<file path="config.mk">
export PLATFORM = sky130hd
export DESIGN_NAME = bp_fe_bp_gshare_flat
export DESIGN_NICKNAME = d
export VERILOG_FILES = /design/src/rtl/bp_fe_bp_gshare_if.sv /design/src/rtl/bp_fe_bp_gshare.sv /design/src/flat_wrapper.sv
export SDC_FILE = /design/constraint.sdc
export NUM_CORES = 2
export LEC_CHECK = 0
export CAP_MARGIN = 5
export CORE_UTILIZATION = 60
export DETAILED_ROUTE_END_ITERATION = 7
export GPL_ROUTABILITY_DRIVEN = 0
export PLACE_DENSITY = 0.78
export SYNTH_ARGS = -nofsm -noshare
export SYNTH_HDL_FRONTEND = slang
export SYNTH_SLANG_ARGS = --single-unit
</file>
<file path="constraint.sdc">
create_clock -name clk_i -period 28.8 [get_ports clk_i]
set_clock_uncertainty 0.05 [all_clocks]
set_input_delay 8.64 -clock clk_i [delete_from_list [all_inputs] [get_ports clk_i]]
set_output_delay 8.64 -clock clk_i [all_outputs]
set_load 0.05 [all_outputs]
</file>
<file path="src/rtl/bp_fe_bp_gshare_if.sv">
// Request/response bundle between the front end, the gshare predictor and
// the backend resolution path.
interface bp_fe_bp_gshare_if #(
    parameter int unsigned bht_idx_width_p = 9,
    parameter int unsigned ghist_width_p   = 8
);
    logic                       ready_o;
    logic                       r_v_i;
    logic [bht_idx_width_p-1:0] idx_r_i;
    logic                       predict_v_o;
    logic                       predict_o;
    logic [ghist_width_p-1:0]   ghist_o;
    logic                       w_v_i;
    logic [bht_idx_width_p-1:0] idx_w_i;
    logic [ghist_width_p-1:0]   ghist_w_i;
    logic                       taken_i;
    logic                       mispredict_i;

    modport master (
        input  ready_o, predict_v_o, predict_o, ghist_o,
        output r_v_i, idx_r_i, w_v_i, idx_w_i, ghist_w_i, taken_i, mispredict_i
    );

    modport slave (
        output ready_o, predict_v_o, predict_o, ghist_o,
        input  r_v_i, idx_r_i, w_v_i, idx_w_i, ghist_w_i, taken_i, mispredict_i
    );
endinterface

</file>
<file path="src/rtl/bp_fe_bp_gshare.sv">
// Gshare direction predictor: (index XOR global history) selects a saturating
// counter; speculative history update on predict, repair on mispredict.
module bp_fe_bp_gshare #(
    parameter int unsigned bht_idx_width_p   = 9,
    parameter int unsigned bp_cnt_sat_bits_p = 2,
    parameter int unsigned ghist_width_p     = 8
) (
    input  logic                    clk_i,
    input  logic                    reset_i,
    bp_fe_bp_gshare_if.slave        bp_if
);
    localparam int unsigned entries_lp = 1 << bht_idx_width_p;
    localparam logic [bp_cnt_sat_bits_p-1:0] cnt_init_lp =
        bp_cnt_sat_bits_p'((1 << (bp_cnt_sat_bits_p - 1)) - 1);

    typedef enum logic {
        e_init,
        e_ready
    } state_e;

    state_e                       state_q, state_d;
    logic [bht_idx_width_p-1:0]   init_ptr_q, init_ptr_d;
    logic [ghist_width_p-1:0]     ghr_q, ghr_d;
    logic [ghist_width_p-1:0]     ghist_q, ghist_d;
    logic                         predict_v_q, predict_v_d;
    logic                         predict_q, predict_d;

    logic [bp_cnt_sat_bits_p-1:0] bht_q [entries_lp];

    logic                         ready;
    logic                         rd_acc, wr_acc, rd_bit;
    logic [bht_idx_width_p-1:0]   rd_idx, wr_idx;
    logic [bp_cnt_sat_bits_p-1:0] rd_cnt, wr_cnt_old;
    logic                         bht_we;
    logic [bht_idx_width_p-1:0]   bht_waddr;
    logic [bp_cnt_sat_bits_p-1:0] bht_wdata;

    always_comb begin
        state_d     = state_q;
        init_ptr_d  = init_ptr_q;
        ghr_d       = ghr_q;
        ghist_d     = ghist_q;
        predict_v_d = 1'b0;
        predict_d   = predict_q;
        bht_we      = 1'b0;
        bht_waddr   = '0;
        bht_wdata   = '0;

        ready  = (state_q == e_ready);
        rd_acc = bp_if.r_v_i & ready;
        wr_acc = bp_if.w_v_i & ready;

        rd_idx     = bp_if.idx_r_i ^ bht_idx_width_p'(ghr_q);
        rd_cnt     = bht_q[rd_idx];
        rd_bit     = rd_cnt[bp_cnt_sat_bits_p-1];
        wr_idx     = bp_if.idx_w_i ^ bht_idx_width_p'(bp_if.ghist_w_i);
        wr_cnt_old = bht_q[wr_idx];

        unique case (state_q)
            e_init: begin
                bht_we     = 1'b1;
                bht_waddr  = init_ptr_q;
                bht_wdata  = cnt_init_lp;
                init_ptr_d = init_ptr_q + 1'b1;
                if (init_ptr_q == '1) state_d = e_ready;
            end
            e_ready: begin
                bht_we    = wr_acc;
                bht_waddr = wr_idx;
                if (bp_if.taken_i)
                    bht_wdata = (wr_cnt_old == '1) ? wr_cnt_old : wr_cnt_old + 1'b1;
                else
                    bht_wdata = (wr_cnt_old == '0) ? wr_cnt_old : wr_cnt_old - 1'b1;
            end
        endcase

        if (rd_acc) begin
            predict_v_d = 1'b1;
            predict_d   = rd_bit;
            ghist_d     = ghr_q;
            ghr_d       = ghist_width_p'({ghr_q, rd_bit});
        end
        // Repair wins over a same-cycle speculative shift.
        if (wr_acc && bp_if.mispredict_i)
            ghr_d = ghist_width_p'({bp_if.ghist_w_i, bp_if.taken_i});
    end

    always_ff @(posedge clk_i or posedge reset_i) begin
        if (reset_i) begin
            state_q     <= e_init;
            init_ptr_q  <= '0;
            ghr_q       <= '0;
            ghist_q     <= '0;
            predict_v_q <= 1'b0;
            predict_q   <= 1'b0;
        end else begin
            state_q     <= state_d;
            init_ptr_q  <= init_ptr_d;
            ghr_q       <= ghr_d;
            ghist_q     <= ghist_d;
            predict_v_q <= predict_v_d;
            predict_q   <= predict_d;
        end
    end

    // Table has no reset so it can map to a 1R1W RAM; INIT sweeps it instead.
    always_ff @(posedge clk_i) begin
        if (bht_we) bht_q[bht_waddr] <= bht_wdata;
    end

    assign bp_if.ready_o     = ready;
    assign bp_if.predict_v_o = predict_v_q;
    assign bp_if.predict_o   = predict_q;
    assign bp_if.ghist_o     = ghist_q;
endmodule

</file>
<file path="src/flat_wrapper.sv">
// flat-port wrapper written by rule: the top's interface ports become plain ports
module bp_fe_bp_gshare_flat 
#(
    parameter int unsigned bht_idx_width_p   = 9,
    parameter int unsigned bp_cnt_sat_bits_p = 2,
    parameter int unsigned ghist_width_p     = 8
)
  (clk_i, reset_i, bp_if_ready_o, bp_if_predict_v_o, bp_if_predict_o, bp_if_ghist_o, bp_if_r_v_i, bp_if_idx_r_i, bp_if_w_v_i, bp_if_idx_w_i, bp_if_ghist_w_i, bp_if_taken_i, bp_if_mispredict_i);
  bp_fe_bp_gshare_if #(.bht_idx_width_p(bht_idx_width_p), .ghist_width_p(ghist_width_p)) bp_if_i ();
  input  logic clk_i;
  input  logic reset_i;
  output wire logic [$bits(bp_if_i.ready_o)-1:0] bp_if_ready_o;
  output wire logic [$bits(bp_if_i.predict_v_o)-1:0] bp_if_predict_v_o;
  output wire logic [$bits(bp_if_i.predict_o)-1:0] bp_if_predict_o;
  output wire logic [$bits(bp_if_i.ghist_o)-1:0] bp_if_ghist_o;
  input wire logic [$bits(bp_if_i.r_v_i)-1:0] bp_if_r_v_i;
  input wire logic [$bits(bp_if_i.idx_r_i)-1:0] bp_if_idx_r_i;
  input wire logic [$bits(bp_if_i.w_v_i)-1:0] bp_if_w_v_i;
  input wire logic [$bits(bp_if_i.idx_w_i)-1:0] bp_if_idx_w_i;
  input wire logic [$bits(bp_if_i.ghist_w_i)-1:0] bp_if_ghist_w_i;
  input wire logic [$bits(bp_if_i.taken_i)-1:0] bp_if_taken_i;
  input wire logic [$bits(bp_if_i.mispredict_i)-1:0] bp_if_mispredict_i;
  assign bp_if_ready_o = bp_if_i.ready_o;
  assign bp_if_predict_v_o = bp_if_i.predict_v_o;
  assign bp_if_predict_o = bp_if_i.predict_o;
  assign bp_if_ghist_o = bp_if_i.ghist_o;
  assign bp_if_i.r_v_i = bp_if_r_v_i;
  assign bp_if_i.idx_r_i = bp_if_idx_r_i;
  assign bp_if_i.w_v_i = bp_if_w_v_i;
  assign bp_if_i.idx_w_i = bp_if_idx_w_i;
  assign bp_if_i.ghist_w_i = bp_if_ghist_w_i;
  assign bp_if_i.taken_i = bp_if_taken_i;
  assign bp_if_i.mispredict_i = bp_if_mispredict_i;
  bp_fe_bp_gshare #(.bht_idx_width_p(bht_idx_width_p), .bp_cnt_sat_bits_p(bp_cnt_sat_bits_p), .ghist_width_p(ghist_width_p)) u_core (.clk_i(clk_i), .reset_i(reset_i), .bp_if(bp_if_i));
endmodule
</file>
==> impl_results.md <==
* Top FF cell, synth: edfxtp_1
* Die width at 283 microns
* Largest net degree at the start of global routing at 242
* Crit. End Element: flop
* CTS clk-pin slew, worst paths at 0.07 ns
* Final setup fails at 0
* Clock group share of total power at 42.7%
* Routed via count at 30,000
* Hold-fix buffers at CTS at 0
* Placement Rows at 102
* VDD IR max at 0.0700 mV
* Initial DRC Count at 5,419
* Run status: finished, violations left
* Nets at 2,951
* Clock buffer count from CTS at 103
* Worst path max stage delay at 1.00 ns
* Synth Register Bits at 1,052
* Critical-path cell list: clkdlybuf4s50_1 -> xor2_4 -> buf_4 -> buf_4 -> buf_4 -> mux4_2 -> mux2i_1 -> a32oi_1 -> o22ai_1 -> a211oi_1 -> a32o_1 -> o31ai_1 -> o22ai_4 -> buf_12 -> buf_4
* Setup_tns at 0 ns
* Critical path's slowest cell: buf_4
* Initial core utilization at 60.8%
* Synth unique cells at 61
* Routed wire length per instance at 34.2 microns
* Max Clk Rate at 63.7 MHz
* GR Util met2 at 52.4%
* Reg-to-Reg Start: u_core.bht_q[271][0]
* Hold WS at 0.433 ns
* Cell count after synthesis at 2,919
* Crit Path Class: primary input to flop
* Synth top cells by count: 1,024 x edfxtp_1, 566 x nor2_1, 374 x mux4_2, 255 x nand2_1, 135 x clkbuf_1
* FILL cells at 4,909
* Antenna diode instance count at 0
* Switching Fraction at 22.6%
* CP required at 29.04 ns
* Syn avg cell area at 16.2 sq um
* Max-Cap Viols at 0
* Proportion of netlist area held by the largest area contributor at 65.1%
* Leakage at 17.6 nW
* M1 GR Usage at 46.8%
* Worst skew pair latency at 0.70 ns
* Internal power at 0.00257 W
* Grt met3 use at 12.9%
* P_sw at 0.000752 W
* Worst Hold Launch: u_core.bp_if.ghist_o[4]
* First-pass GRT wire length at 202,000 microns
* Max-slew headroom at 7.09%
* Post-synth EDFFs at 1,024
* Count leader, synth: edfxtp_1
* Cell seen most often among critical-path stages: buf_4
* Vias per inst at 7.43
* CP startpoint kind: primary input
* Fin crit share at 54.5%
* Detailed placement HPWL at 80,800 microns
* Syn nets at 2,953
* First-pass DRT Iterations at 8
* Busiest layer in global routing: met2
* Post-Syn Area at 47,200 sq um
* Port Buffer Count at 42
* Unrepaired setup endpoints after global routing: no
* Part of the power in combinational logic at 7.5%
* Critical path startpoint: bp_if_ghist_w_i[3]
* Worst Path Arrival at 15.95 ns
* All-layer global routing usage at 35.6%
* Flop pwr share at 49.8%
* Failing checks: design-rule violations
* Drt drc at 36
* CTS tree: built
* Hold Crit Class: flop to flop
* # clock sinks at 1,052
* Sequential fraction of the synthesis area at 66.6%
* Clock buffer depth at 3
* Synth area leaders: edfxtp_1 65%, mux4_2 18%, nor2_1 4.5%
* Power density cells at 63.4 nW/um^2
* Async set-reset flop share out of synthesis at 2.66%
* Full die area at 79,900 sq um
* Antenna violations before repair at 1
* Total Wirelength at 138,000 microns
* # resized after CTS at 0
* YS warnings at 0
* Post-CTS Setup Inserts at 0
* Number of global-route vias before repair at 29,800
* # IOs at 43
* Global route overflow at 0
* Clock root cell: clkbuf_16
* Area Overhead vs Synth at 10.9%
* Reg2reg path depth at 10
* Worst slew pin tran at 1.38 ns
* Final hold violations at 0
* Hold path depth at 1
* Htree depth at 3
* Die Height at 283 microns
* Core Area at 77,700 sq um
* Share of cells above drive strength 1 at 21.6%
* Fin. max-slew vios at 0
* Post-layout util at 67.4%
* Post-synth top area cell: edfxtp_1
* Final min period at 15.71 ns
* Crit path max fanout at 241
* ANT nets after route at 0
-- flip-flops by register name, indices dropped and copies added, names as in the netlist --
name and cells:
u_core.bht_q 1024, u_core.init_ptr_q 9, u_core.bp_if.ghist_o 8, u_core.ghr_q 8, u_core.bp_if.predict_o 1, u_core.bp_if.predict_v_o 1
u_core.bp_if.ready_o 1
-- power by group through the flow --
stage | clock network (W) | registers, W | logic [W]
CTS | 0.00142 | 0.00165 | 0.000239
finish | 0.00142 | 0.00165 | 0.000248
floorplan | 0 | 0.00169 | 0.000155
global route | 0.00147 | 0.00165 | 0.000251
detailed placement | 0 | 0.00169 | 0.000237
global placement | 0 | 0.00169 | 0.000236
-- cells in the final DEF (no fill, tap or decap), drive strengths merged, types with 7 or more instances in the layout --
cell type,count
a21o,10
a31oi,13
o211ai,7
and3,13
nor2,566
nand4,9
nand3,47
a211oi,8
bufinv,18
clkbuf,122
mux2i,30
xor2,19
clkinv,42
a221oi,12
a22oi,37
a21oi,60
xnor2,18
o22ai,31
buf,65
clkinvlp,9
a22o,8
nor4,8
edfxtp,1024
clkdlybuf4s50,42
mux4,379
nand2,256
nor3,25
dfrtp,28
o21ai,30
-- logic make-up (layout without fill, tap and decap cells) --
group	after synthesis	in the layout	synth area share, %
flops	1052	1052	66.6
simple gates	934	934	7.86
mux	413	413	18.8
compound gates	262	262	3.75
buf+inv	219	304	2.16
xor+xnor	37	37	0.750
fa+ha+maj	2	2	0.0530
-- cell type report --
type	instances	area [sq um]	area share (%)
clock buffer	122	2670	5.10
clock inverter	70	878	1.68
inverter	5	18.8	0.0358
multi-input combinational	1648	15100	28.8
sequential	1052	31500	60.0
tap	1040	1300	2.48
timing repair buffer	107	983	1.88
-- worst max-delay path, delay by kind of cell --
kind,cells,cell delay [ns]
compound gates,6,1.63
xor+xnor,1,0.16
buf+inv,6,4.57
mux,2,0.47
-- metal layers --
layer  wire [microns]  share of wire [%]  up-vias
met5              101              0.073        -
met4             8960                6.5        6
met3            22000                 16      630
met2            62300                 45     2821
met1            45100                 33    15000
li1                 -                  -    11500
-- path summary, 6_finish.rpt --
check                                          end  slack (ns)
max reg2reg                   u_core.bht_q[288][0]       23.43
min in group asynchronous          u_core.ghr_q[2]        8.15
min                        u_core.bp_if.ghist_o[4]        0.43
max in group asynchronous     u_core.init_ptr_q[7]       19.88
max                           u_core.bht_q[255][1]       13.09
min reg2reg                u_core.bp_if.ghist_o[4]        0.43
-- through the flow --
stage / setup slack, ns / instances / cell area [sq um] / power [W]
2_1_floorplan: 0.842 / 2919 / 47200 / 0.00184
3_3_place_gp: 12.97 / 3852 / 48800 / 0.00192
3_5_place_dp: 12.79 / 3852 / 48800 / 0.00192
4_1_cts: 13.44 / 4044 / 52400 / 0.00331
5_1_grt: 12.96 / 4044 / 52400 / 0.00337
6_report: 13.09 / 4044 / 52400 / 0.00332
Note: power is estimated with default switching activity, not from simulation.
